**config.mk**
```make
export PLATFORM = sky130hd
export DESIGN_NAME = instr_fetch
export DESIGN_NICKNAME = d
export VERILOG_FILES = /design/src/rtl/instr_fetch.sv
export SDC_FILE = /design/constraint.sdc
export NUM_CORES = 1
export LEC_CHECK = 0
export BUFFER_PORTS_ARGS = -buffer_cell sky130_fd_sc_hd__buf_2
export CAP_MARGIN = 10
export CORE_MARGIN = 3
export CORE_UTILIZATION = 38
export CTS_CLUSTER_DIAMETER = 80
export DETAILED_ROUTE_END_ITERATION = 7
export HOLD_SLACK_MARGIN = 0.08
export SLEW_MARGIN = 10
export SYNTH_ARGS = -nofsm -noshare
export SYNTH_HDL_FRONTEND = slang
export SYNTH_SLANG_ARGS = --single-unit
```
**constraint.sdc**
```tcl
create_clock -name clk -period 6.1 [get_ports clk]
set_input_delay 0.61 -clock clk [delete_from_list [all_inputs] [get_ports clk]]
set_output_delay 0.61 -clock clk [all_outputs]
set_load 0.02 [all_outputs]
```
**src/rtl/instr_fetch.sv**
```systemverilog
// RV32I instruction fetch: owns the PC, issues credit-limited word reads over req/gnt + rvalid,
// and queues {pc, instr} in order for decode. Redirects flush the queue and drop in-flight replies.
module instr_fetch #(
  parameter logic [31:0] RESET_PC = 32'h0000_0000,
  parameter int unsigned DEPTH    = 2
) (
  input  logic        clk,
  input  logic        rst_n,
  output logic        imem_req,
  output logic [31:0] imem_addr,
  input  logic        imem_gnt,
  input  logic        imem_rvalid,
  input  logic [31:0] imem_rdata,
  input  logic        redirect_valid,
  input  logic [31:0] redirect_pc,
  output logic        dec_valid,
  input  logic        dec_ready,
  output logic [31:0] dec_instr,
  output logic [31:0] dec_pc
);

  localparam int unsigned PW = (DEPTH > 1) ? $clog2(DEPTH) : 1;
  localparam int unsigned CW = PW + 1;

  logic [31:0]   pc;
  logic [31:0]   addr_q [DEPTH];
  logic [PW-1:0] addr_wr, addr_rd;
  logic [CW-1:0] outstanding, outstanding_next, discard;

  logic [31:0]   iq_pc    [DEPTH];
  logic [31:0]   iq_instr [DEPTH];
  logic [PW-1:0] iq_wr, iq_rd;
  logic [CW-1:0] iq_count;

  logic [CW:0]   in_use;
  logic          can_fetch, grant, resp, push, pop;

  always_comb begin
    in_use    = {1'b0, iq_count} + {1'b0, outstanding};
    // Credit covers buffered plus in-flight words, so a response always finds a free slot.
    can_fetch = !redirect_valid && (in_use < (CW+1)'(DEPTH));
    imem_req  = rst_n && can_fetch;
    grant     = can_fetch && imem_gnt;
    resp      = imem_rvalid && (outstanding != '0);
    push      = resp && (discard == '0) && !redirect_valid;
    pop       = dec_valid && dec_ready;
    outstanding_next = outstanding;
    if (grant && !resp) begin
      outstanding_next = outstanding + CW'(1);
    end else if (!grant && resp) begin
      outstanding_next = outstanding - CW'(1);
    end
  end

  assign imem_addr = pc;
  assign dec_valid = (iq_count != '0);
  assign dec_pc    = iq_pc[iq_rd];
  assign dec_instr = iq_instr[iq_rd];

  always_ff @(posedge clk or negedge rst_n) begin
    if (!rst_n) begin
      pc          <= RESET_PC;
      addr_wr     <= '0;
      addr_rd     <= '0;
      outstanding <= '0;
      discard     <= '0;
      iq_wr       <= '0;
      iq_rd       <= '0;
      iq_count    <= '0;
      for (int unsigned i = 0; i < DEPTH; i++) begin
        addr_q[i]   <= '0;
        iq_pc[i]    <= '0;
        iq_instr[i] <= '0;
      end
    end else begin
      if (grant) begin
        addr_q[addr_wr] <= pc;
        addr_wr         <= addr_wr + PW'(1);
      end
      if (resp) begin
        addr_rd <= addr_rd + PW'(1);
      end
      outstanding <= outstanding_next;

      if (redirect_valid) begin
        pc       <= redirect_pc & ~32'h3;
        discard  <= outstanding_next;
        iq_wr    <= '0;
        iq_rd    <= '0;
        iq_count <= '0;
      end else begin
        if (grant) begin
          pc <= pc + 32'd4;
        end
        if (resp && (discard != '0)) begin
          discard <= discard - CW'(1);
        end
        if (push) begin
          iq_pc[iq_wr]    <= addr_q[addr_rd];
          iq_instr[iq_wr] <= imem_rdata;
          iq_wr           <= iq_wr + PW'(1);
        end
        if (pop) begin
          iq_rd <= iq_rd + PW'(1);
        end
        if (push && !pop) begin
          iq_count <= iq_count + CW'(1);
        end else if (!push && pop) begin
          iq_count <= iq_count - CW'(1);
        end
      end
    end
  end

endmodule

```
After elaboration in Yosys (flattened, before gate mapping)
Cells that the tools add are included.
{ "word_totals": {"reg_bits": 234, "inputBits": 70, "output_inout_bits": 98} }
{ "op_classes": {"add_sub_neg": 11, "order_cmp": 7, "n_mux": 29, "bitwise": 5, "reduce_logical": 29} }
{ "ops": {"columns": ["op", "n"], "rows": [
  ["$mux W32", 13],
  ["$bwmux W64", 3],
  ["$demux W32 S1", 2],
  ["$add A32 B3 Y32 const B", 1],
  ["$logic_and A1 B1 Y1", 14],
  ["$mux W2", 7],
  ["$reduce_bool A2 Y1", 7],
  ["$ge A2 B2 Y1 const B", 4],
  ["$not A1 Y2", 4],
  ["$sub A2 B1 Y2 const B", 3],
  ["$logic_not A1 Y1", 5],
  ["$add A1 B1 Y1 const B", 4],
  ["$add A2 B1 Y2 const B", 2],
  ["$lt A2 B1 Y1 const B", 2],
  ["$mux W1", 4],
  ["$add A2 B2 Y3", 1],
  ["$lt A3 B2 Y1 const B", 1],
  ["$reduce_bool A3 Y1", 1],
  ["$logic_not A2 Y1", 1],
  ["$reduce_and A2 Y1", 1],
  ["$not A1 Y1", 1]
]} }

Longest topological paths before layout
Gate-level depths: netlist of the first run.
{ "depth": {"ltp_word": 9, "ltp_mapped": 10, "depth_no_buf": 7} }

Least setup slack after synthesis of the first run
No wires, ideal clock.
{ "synth_timing": {"kind": "register to register", "startpoint": "register iq_count[0]", "endpoint": "register pc[14] (netlist: imem_addr[14])", "arrival_time_ns": 2.415, "required_time_ns": 5.975, "setup_slack_ns": 3.561, "path_stages_with_launch": 8, "synth_period_minus_slack_ns": 2.539, "cell_sequence": "dfrtp_1 and2_1 fa_1 or3b_2 nor2_1 nand4_1 xnor2_1 mux2_2"} }
{ "synth_between": {"elab_chain_len": 5} }
{ "synth_rtl": {"columns": ["element", "line", "text"], "rows": [
  ["start, declared", "33", "logic [CW-1:0] iq_count;"],
  ["start signal, assigned", "107", "iq_count <= iq_count + CW'(1);"],
  ["start signal, assigned", "109", "iq_count <= iq_count - CW'(1);"],
  ["$add A2 B2 Y3", "39", "in_use = {1'b0, iq_count} + {1'b0, outstanding};"],
  ["$lt A3 B2 Y1", "41", "can_fetch = !redirect_valid && (in_use < (CW+1)'(DEPTH));"],
  ["$logic_and A1 B1 Y1", "41", null],
  ["$logic_and A1 B1 Y1", "43", "grant = can_fetch && imem_gnt;"],
  ["$reduce_bool A2 Y1 (no line)", null, null],
  ["end signal, assigned", "86", "pc <= redirect_pc & ~32'h3;"],
  ["end signal, assigned", "93", "pc <= pc + 32'd4;"],
  ["end, declared", "25", "logic [31:0] pc;"]
]} }
Every way passes these cells.
A chain may end at the register's enable or synchronous reset.

Worst setup path in the final report of the first run
{ "layout_timing": {"startpoint": "register iq_count[0]", "endpoint": "register addr_q[3] (netlist name)"} }
{ "layout_between": {"elab_chain_len": 4} }
{ "layout_rtl": {"columns": ["element", "line", "text"], "rows": [
  ["$add A2 B2 Y3", "39", null],
  ["$lt A3 B2 Y1", "41", null],
  ["$logic_and A1 B1 Y1", "41", null],
  ["$logic_and A1 B1 Y1", "43", null],
  ["end signal, assigned by index", "77", "addr_q[addr_wr] <= pc;"],
  ["end, declared", "26", "logic [31:0] addr_q [DEPTH];"]
]} }
Every way passes these cells.

==> summary.txt, run 1 <==
Run status
  – Status: complete, no violations

Clock tree
  – Worst skew pair latency: about 0.52 ns
  – Post-CTS sizing: 0
  – # Post-CTS Setup Buffers: 0
  – Clock sink count: between 200 and 250
  – Num CTS Buffers: 26
  – CTS Hold Bufs: 1
  – # H-tree levels: 1
  – CTS tree: yes
  – Worst-path clk slew: about 0.06 ns
  – CTS max path bufs: 3
  – Clk root buf: clkbuf_16

Placed design
  – DP HPWL: around 15000 um
  – IO Port Bufs: around 160
  – Gpl congestion: about 0.74

Die
  – FP Rows: just under 60
  – Die area: about 0.028 mm2
  – Die W: roughly 170 um
  – Core area: 0.0255 mm2
  – Starting density of the core: between 30% and 40%
  – Io pins: approximately 170
  – Die H: 168 um

Worst setup path
  – CP Data Required Time: ~6.5 ns
  – Worst EP arrival: slightly below 4 ns
  – Worst setup SP type: register
  – Endpoint class of the critical path: register
  – R2R Setup Slk: 2.64 ns
  – Setup CP Type: register to register
  – Reg2Reg Depth: 6
  – Critical Path Fanout Max: 21

Timing
  – Setup TNS: 0 ns
  – # setup viols final: 0
  – Final min period: 3.46 ns
  – Fmax: roughly 290 MHz
  – Final Hold Viols: 0
  – Max Slew Vio Count: 0
  – Worst slew pin tran: 1.07 ns
  – Final clock skew: around 0.014 ns
  – Unrepaired setup endpoints after global routing: false
  – Slew margin rel.: between 20% and 30%
  – Final critical-path share of the clock period: 56.7%

GRT
  – Total grt overflow: 0
  – Largest net degree at the start of global routing: approximately 160
  – Total track usage: ~16%
  – Vias in the first global route: 6738
  – First-pass GRT wire length: ~38000 um
  – Initial antenna violation count: 1

Logic synthesis
  – Post-synthesis adder-cell area fraction: less than 1%
  – Yosys reg bits: around 220
  – Post-synthesis mux area share: between 20% and 30%
  – Compound-Gate Fraction of Synth Area: ~6%
  – Area share of the largest cell type after synthesis: between 50% and 60%
  – Synth area leaders: dfrtp_1, mux2_2, a21oi_1, mux2i_1, nor2_1
  – Most common flop cell mapped by yosys: dfrtp_1
  – Syn avg cell area: 12.2 um2
  – Commonest cells post-synth: dfrtp_1, mux2_2, nor2_1, a21oi_1, nand2_1
  – Ys async rst share: 100%
  – Area leader, netlist: dfrtp_1
  – Simple-Gate Fraction of Synth Area: about 8%
  – Synth Warn #: 0
  – Synth Area in XOR/XNOR: 2.36%
  – Largest family of logic cells by synthesized area: multiplexers
  – Most common cell in the netlist: dfrtp_1
  – Syn Inst Count: between 800 and 900
  – Synthesized area: around 0.010 mm2
  – Count of cell types in the netlist: 43
  – Sequential share of the synthesized area: 56.0%
  – Post-synth EDFFs: 0

Min path
  – Hold Path Class: input port to register
  – Hold Crit Depth: 3

Flow run
  – Max-Cap Viols: 0

Route
  – DR top layer: met4
  – Routed wire per std cell: roughly 18 um
  – Met1 WL: 10700 um
  – First-pass iteration count of the detailed router: 4
  – Total wire length: about 23000 um
  – Initial drt markers: 392
  – DRC: 0
  – Met3 wire len: about 1400 um
  – Post-DRT Antenna Nets: 0
  – Routed vias/inst: a little over 5
  – Detail Route met2 WL: around 11000 um
  – Vias: approximately 6700

Final layout
  – Area grow syn2layout: 20.5%
  – Nets: between 1000 and 1500
  – Layout cell share with drive strength beyond 1: 41.6%

Power and ir drop
  – Power per Cell Area: just over 500 mW/mm2
  – Pleak: roughly 5.5 nW
  – Sw Pwr: roughly 2 mW
  – Sw Share: between 30% and 40%
  – Max VDD drop: approximately 260 uV
  – Share of power burned in registers: between 40% and 50%
  – Logic pwr share: 32.2%
  – Clk network pwr share: a little over a quarter
  – Pwr Total: 6.11 mW
  – Pint: about 4 mW
[sequential cells by signal, indices dropped and copies added (netlist names)]
| register | cells |
|---|---|
| addr_q | 60 |
| addr_rd | 1 |
| addr_wr | 1 |
| discard | 2 |
| imem_addr | 30 |
| iq_count | 2 |
| iq_instr | 64 |
| iq_pc | 60 |
| iq_rd | 1 |
| iq_wr | 1 |
| outstanding | 2 |
[per-layer routing]
layer | vias to the layer above | global-route usage, %
li1 | 3188 | -
met1 | 3284 | 23.5
met2 | 154 | 25.6
met3 | 24 | 3.08
met4 | 0 | 3.88
met5 | - | 0
[through the flow]
stage	hold WS, ns	worst slack [ns]	area, um2	std cells	util (%)
floorplan	0.314	3.56	10000	821	-
global placement	0.462	2.67	11100	1270	43.4
detailed placement	0.471	2.67	11100	1270	43.4
CTS	0.272	2.63	12000	1319	47.2
global route	0.280	2.44	12000	1320	47.2
finish	0.291	2.64	12000	1320	47.2
[final cells by class]
cell class / count / area [um2]
fill: 2344 / 13500
tap: 330 / 413
inverter: 8 / 30.0
antenna: 1 / 2.50
timing repair buffer: 172 / 913
multi-input combinational: 537 / 4140
sequential: 224 / 5610
clock inverter: 10 / 150
clock buffer: 38 / 787
[placed cells by master (no fill, tap or decap), drive strengths merged, types with 2 or more instances in the layout]
cell type / synthesis / final
buf: 37 / 171
bufinv: 0 / 4
ha: 3 / 3
nor3: 3 / 3
clkbuf: 15 / 38
and4: 3 / 3
nor2b: 5 / 5
o311ai: 6 / 6
o31ai: 3 / 3
nand2: 48 / 48
and3: 6 / 6
nand4: 12 / 12
and2: 2 / 2
xor2: 16 / 16
mux2: 186 / 186
nor2: 73 / 73
mux2i: 31 / 31
inv: 7 / 7
xnor2: 11 / 11
clkinv: 1 / 7
nand3: 15 / 15
dfrtp: 224 / 224
a21oi: 62 / 62
conb: 1 / 4
o21ai: 25 / 25
o211ai: 9 / 9
nor3b: 2 / 2
[worst max-delay path, stage by stage, from the launching register on]
cell and delay (ns):
dfrtp_1 0.40, and2_1 0.17, fa_1 0.50, nor3b_2 0.73, nand3_1 0.72, buf_4 0.48, mux2_2 0.31
[worst paths after layout]
kind | endpoint | from
min in group asynchronous | iq_pc[6] | rst_n
worst max-delay path | addr_q[3] | iq_count[0]
worst min-delay path | imem_addr[4] | redirect_pc[4]
worst min register to register | addr_q[12] | addr_q[12]
worst max register to register | addr_q[3] | iq_count[0]
max in group asynchronous | iq_instr[1] | rst_n
[logic make-up (layout without fill, tap and decap cells)]
kind of cell    Yosys count  count (layout)
buf+inv                  60             228
compound gates          109             109
fa+ha+maj                 4               4
xor+xnor                 27              27
other cells               1               5
mux                     217             217
simple gates            176             176
flops                   224             224
[power groups by stage]
stage          logic, mW  registers [mW]  clock network, mW
3_3_place_gp        1.96            2.48                  0
2_1_floorplan       1.53            2.36                  0
5_1_grt             2.16            2.57               1.78
6_report            1.96            2.48               1.66
3_5_place_dp        1.99            2.51                  0
4_1_cts             2.00            2.49               1.71
(Power assumes the default switching activity.)
==> inputs of run 2 (changes only) <==
Settings changed: ABC_AREA from default to 1.
Clock period 6.1 ns to 3 ns, I/O delays scaled along.
==> run 2 against run 1 <==
Effect of this change: non-clock buffer count up 67; flip-flop and latch count unchanged; sequential share of layout area down 4.2 points; critical path depth down 2; routed wire length up 19%; utilization up 1.4 points; largest cell class unchanged; combinational power up 140%; clock-buffer cell count up 3; via count up 37%.
==> summary.txt, run 2 <==
Run status
  – Status: complete, no violations

Die
  – Core area: ~0.027 mm2
  – Die area: about 0.03 mm2
  – FP Rows: 60
  – Die H: ~170 um
  – Die W: 173 um
  – Io pins: ~170
  – Starting density of the core: between 30% and 40%

Clock tree
  – Clk root buf: clkbuf_16
  – Post-CTS sizing: 0
  – Clock sink count: 224
  – Num CTS Buffers: 26
  – CTS max path bufs: 3
  – Worst-path clk slew: ~0.060 ns
  – Worst skew pair latency: between 0.5 and 0.6 ns
  – # Post-CTS Setup Buffers: 0
  – CTS Hold Bufs: 61
  – # H-tree levels: 1
  – CTS tree: yes

Worst setup path
  – Critical Path, Cell by Cell: clkinv_1 -> buf_4 -> o21ai_0 -> buf_2
  – Cell family with most CP delay: buffers and inverters
  – CP max stage cell: clkinv_1
  – CP Data Required Time: about 2.7 ns
  – Crit-path max cell delay: between 0.5 and 0.6 ns
  – Critical Path Fanout Max: 32
  – Worst EP arrival: about 2.4 ns
  – Endpoint class of the critical path: output port
  – Setup CP Type: register to output port
  – Worst path bufs/invs: 3
  – Worst setup SP type: register

Final layout
  – Antenna Cells: 0
  – Most common cell after layout, fill and taps aside: nand2_1
  – Fin area: 0.0132 mm2
  – Fillers: between 2000 and 3000
  – Number of flip-flops in the largest register: between 60 and 70
  – Commonest non-fill, non-tap cells in the layout: nand2_1, dfrtp_1, o21ai_0
  – Regs by FF count: iq_instr x64, addr_q x60, iq_pc x60
  – Layout Utilization: 48.6%
  – Reg with most FFs: iq_instr
  – Layout cell share with drive strength beyond 1: 17.4%
  – Area grow syn2layout: 24.3%
  – Nets: roughly 1600

Logic synthesis
  – Area share of the largest cell type after synthesis: 52.6%
  – Synthesized area: approximately 0.011 mm2
  – Area leader, netlist: dfrtp_1
  – Synth area leaders: dfrtp_1, nand2_1, o21ai_0, inv_1, mux2_2
  – Syn avg cell area: between 8 and 9 um2
  – Most common flop cell mapped by yosys: dfrtp_1
  – Most common cell in the netlist: nand2_1
  – Yosys reg bits: roughly 220
  – Post-synth EDFFs: 0
  – Syn Inst Count: between 1000 and 1500
  – Sequential share of the synthesized area: a little over half
  – Synth Warn #: 0
  – Count of cell types in the netlist: 36
  – Commonest cells post-synth: nand2_1, dfrtp_1, o21ai_0, inv_1, nor2_1
  – Ys async rst share: 100%

Route
  – Vias: ~9000
  – Post-DRT Antenna Nets: 0
  – Routed wire per std cell: 14.6 um
  – Initial drt markers: 680
  – First-pass iteration count of the detailed router: 5
  – DRC: 0
  – Total wire length: around 28000 um
  – Routed vias/inst: between 4 and 5

Min path
  – Hold Path Class: input port to register

Placed design
  – Gpl congestion: just under 0.9
  – IO Port Bufs: approximately 160
  – Area after DPL: 0.0118 mm2
  – DP HPWL: 18300 um

Power and ir drop
  – Pwr Total: between 10 and 15 mW
  – Sw Share: 39.6%
  – Pleak: between 6 and 7 nW
  – Share of power burned in registers: between 30% and 40%
  – Power per Cell Area: ~1000 mW/mm2
  – Max VDD drop: approximately 500 uV
  – Clk network pwr share: roughly a quarter
  – Sw Pwr: 5.14 mW
  – Logic pwr share: 36.9%
  – Pint: approximately 7.8 mW

Timing
  – # setup viols final: 0
  – Final clock skew: between 0.015 and 0.02 ns
  – Fmax: between 300 and 400 MHz
  – Slew margin rel.: approximately 49%
  – Unrepaired setup endpoints after global routing: false
  – Worst slew pin tran: 0.754 ns
  – Final min period: between 2 and 3 ns
  – Final Hold Viols: 0
  – Hold WS: between 0.1 and 0.15 ns
  – Setup TNS: 0 ns
  – Final critical-path share of the clock period: 89.7%
  – Max Slew Vio Count: 0

GRT
  – Vias in the first global route: between 8000 and 9000
  – Total track usage: a little under a fifth
  – Largest net degree at the start of global routing: 95
  – Total grt overflow: 0
  – Initial antenna violation count: 0
  – First-pass GRT wire length: about 47000 um

Flow run
  – Max-Cap Viols: 0
[run 2: changes by cell type after synthesis, sizes merged, moves of 9 or more]
cell,change
a21oi,-57
a22oi,+24
clkbuf,+16
inv,+127
mux2,-156
mux2i,-31
nand2,+423
nand3,+16
nand4,-11
nor2,-20
o21a,+15
o21ai,+188
xnor2,-9
[run 2: path summary, 6_finish.rpt]
path,from,to,slack [ns],depth (start not counted)
max,iq_rd,dec_instr[26],0.31,4
min,redirect_pc[3],imem_addr[3],0.10,3
max reg2reg,iq_count[0],addr_q[22],0.61,10
min reg2reg,iq_instr[54],iq_instr[54],0.48,2
max in group asynchronous,rst_n,iq_instr[56],1.63,3
min in group asynchronous,rst_n,iq_pc[46],0.34,2
[run 2: metrics by stage]
step / cells / setup slack, ns
finish: 1891 / 0.308
global route: 1891 / 0.111
CTS: 1891 / 0.280
detailed placement: 1784 / 0.632
global placement: 1784 / 0.658
floorplan: 1304 / 1.19
[run 2: worst min-delay path, cell delays in order]
cell    delay [ns]
buf_2         0.12
nor2_1        0.10
nor3_1        0.06
[run 2: logic make-up after synthesis]
group / count (synthesis) / synth area share, %
AOI/OAI and AO/OA: 262 / 13.3
xor gates and xnor gates: 13 / 1.07
adders and majority gates: 4 / 0.540
buffers and inverters: 205 / 8.27
DFF: 224 / 52.6
muxes: 30 / 3.17
other: 1 / 0.0352
and+or+nand+nor: 562 / 21.0
[run 2: final cells by class]
type / instances / area [um2] / share of cell area (%)
Clock buffer: 41 / 777 / 5.87
Multi-Input combinational cell: 875 / 4190 / 31.6
Inverter: 135 / 509 / 3.84
Timing Repair Buffer: 239 / 1600 / 12.1
Sequential cell: 224 / 5610 / 42.3
Clock inverter: 5 / 92.6 / 0.699
Tap cell: 372 / 465 / 3.51
[run 2: power by group through the flow]
stage               logic, mW  registers [mW]  clock network, mW
global placement         4.67            5.04                  0
finish                   4.79            5.02               3.18
detailed placement       4.76            5.07                  0
floorplan                3.22            4.97                  0
CTS                      4.85            5.02               3.26
global route             5.44            5.18               3.39
[run 2: metal layers]
layer	wire (um)	global-route usage, %	share of wire, %	up-vias
met3	1290	2.67	4.6	33
li1	-	-	-	4517
met2	12500	29.4	45	216
met1	13400	27.0	48	4312
met5	0	0	0	-
met4	488	3.95	1.8	0
==> inputs of run 3 (changes only) <==
Settings changed: PLACE_DENSITY from default to 0.57.
==> run 3 against run 2 <==
Effect of this change: global-route usage hardly changed; clock power grew 11%; die area unchanged; first-iteration DRC count shrank 6.6%; register-to-register slack improved by 0.05 ns; routed wire length rose by 1.7%; final area grew 0.96%; utilization is 0.47 points higher; total power up 2.9%; worst hold slack improved by 0.027 ns; clock-buffer cell count is 6 lower; via count is 0.89% lower; critical path type is now register to register; critical endpoint is now imem_addr[30]; largest cell class unchanged.
==> summary.txt, run 3 (synthesis gave the netlist of run 2 again) <==
Run status
  – Status: complete, no violations

Placed design
  – DP HPWL: approximately 19000 um
  – Area after DPL: approximately 0.012 mm2
  – Gpl congestion: roughly 0.86
  – IO Port Bufs: roughly 160

Worst setup path
  – Worst path bufs/invs: 3
  – Endpoint class of the critical path: register
  – Worst EP arrival: 2.74 ns
  – Critical Path, Cell by Cell: nand2_1 -> inv_1 -> fa_1 -> inv_1 -> nand4_4 -> nand2_1 -> inv_2 -> a22oi_1 -> nand2_1
  – Crit-path max cell delay: 0.43 ns
  – Setup CP Type: register to register
  – Most used cell, CP: nand2_1
  – Cell family with most CP delay: simple AND/OR/NAND/NOR gates
  – CP Data Required Time: 3.41 ns
  – CP max stage cell: fa_1
  – Critical Path Fanout Max: 27
  – Worst setup SP type: register

Power and ir drop
  – Power per Cell Area: about 1000 mW/mm2
  – Pleak: ~6.6 nW
  – Max VDD drop: ~680 uV

Clock tree
  – Num CTS Buffers: 27
  – Worst-path clk slew: 0.06 ns
  – CTS max path bufs: 3
  – Clk root buf: clkbuf_16
  – Clock sink count: approximately 220
  – CTS Hold Bufs: 63
  – Worst skew pair latency: approximately 0.52 ns
  – CTS tree: yes
  – # Post-CTS Setup Buffers: 0
  – # H-tree levels: 1
  – Post-CTS sizing: 0

Final layout
  – Reg with most FFs: iq_instr
  – Number of flip-flops in the largest register: 64
  – Register area: between 0.005 and 0.006 mm2
  – Area grow syn2layout: 25.5%
  – Regs by FF count: iq_instr x64, addr_q x60, iq_pc x60
  – Fin area: around 0.013 mm2
  – Commonest non-fill, non-tap cells in the layout: nand2_1, dfrtp_1, o21ai_0
  – Layout cell share with drive strength beyond 1: approximately 18%
  – Nets: roughly 1600
  – Fillers: 2597
  – Area of the multi-input gates: 0.00419 mm2
  – Antenna Cells: 0
  – Most common cell after layout, fill and taps aside: nand2_1

Timing
  – Final clock skew: 0.00510 ns
  – Worst slew pin tran: approximately 0.91 ns
  – Fmax: 428 MHz
  – Setup TNS: 0 ns
  – Final min period: ~2.3 ns
  – Unrepaired setup endpoints after global routing: false
  – Final Hold Viols: 0
  – Final critical-path share of the clock period: 77.9%
  – Hold WS: around 0.13 ns
  – Max Slew Vio Count: 0
  – # setup viols final: 0
  – Slew margin rel.: ~39%

Route
  – Vias: 8997
  – Post-DRT Antenna Nets: 0
  – Routed vias/inst: 4.75
  – Routed wire per std cell: 14.8 um
  – Initial drt markers: 635
  – DRC: 0
  – Total wire length: about 28000 um
  – First-pass iteration count of the detailed router: 5

Die
  – Die H: around 170 um
  – Core area: between 0.02 and 0.03 mm2
  – Die W: around 170 um
  – FP Rows: 60
  – Starting density of the core: between 30% and 40%
  – Io pins: 168
  – Die area: about 0.030 mm2

Flow run
  – Max-Cap Viols: 0

GRT
  – Initial antenna violation count: 0
  – Vias in the first global route: a little under 9000
  – Largest net degree at the start of global routing: 165
  – Total grt overflow: 0
  – Layer with the highest usage: met2
  – Total track usage: between 10% and 20%
  – GR Layer Usage met1: 26.6%
  – First-pass GRT wire length: ~47000 um
  – Routing usage on met3: between 2 and 3%
  – GR Layer Usage met2: 29.9%

Min path
  – Hold Path Class: input port to register
-- run 3: area by class of cell --
type | count | area share, %
Inverter | 135 | 3.81
Timing Repair Buffer | 243 | 12.3
Sequential cell | 224 | 41.9
Tap cell | 372 | 3.48
Clock inverter | 12 | 1.62
Clock buffer | 35 | 5.58
Multi-Input combinational cell | 875 | 31.3
-- run 3: path summary, 6_finish.rpt --
path | slack [ns] | startpoint | cells after the start | to
max | 0.66 | iq_count[0] | 9 | imem_addr[30]
min | 0.13 | redirect_valid | 4 | iq_rd
max reg2reg | 0.66 | iq_count[0] | 9 | imem_addr[30]
min reg2reg | 0.48 | iq_instr[61] | 2 | iq_instr[61]
max in group asynchronous | 1.61 | rst_n | 3 | iq_instr[26]
min in group asynchronous | 0.22 | rst_n | 2 | iq_pc[21]
-- run 3: stage by stage --
step	util, %	total power [mW]	instances	worst slack, ns
3_3_place_gp	43.2	9.73	1786	0.705
6_report	49.1	13.4	1896	0.664
4_1_cts	49.1	13.5	1896	0.632
2_1_floorplan	-	8.20	1304	1.19
5_1_grt	49.1	14.4	1896	0.456
3_5_place_dp	43.2	9.86	1786	0.656
-- run 3: layer usage --
layer / part of all wire, % / wire length, um / up-vias
met5: 0 / 0 / -
li1: - / - / 4522
met2: 46 / 12900 / 240
met1: 47 / 13200 / 4198
met4: 1.8 / 519 / 0
met3: 5.1 / 1450 / 37
-- run 3: power by group --
group          switching [mW]  internal [mW]
sequential              0.735           4.29
clock                    1.27           2.25
combinational            3.18           1.64
-- run 3: worst min-delay path, delay by kind of cell --
kind                   cells  cell delay [ns]
buffers and inverters      2             0.19
AOI/OAI and AO/OA          2             0.12
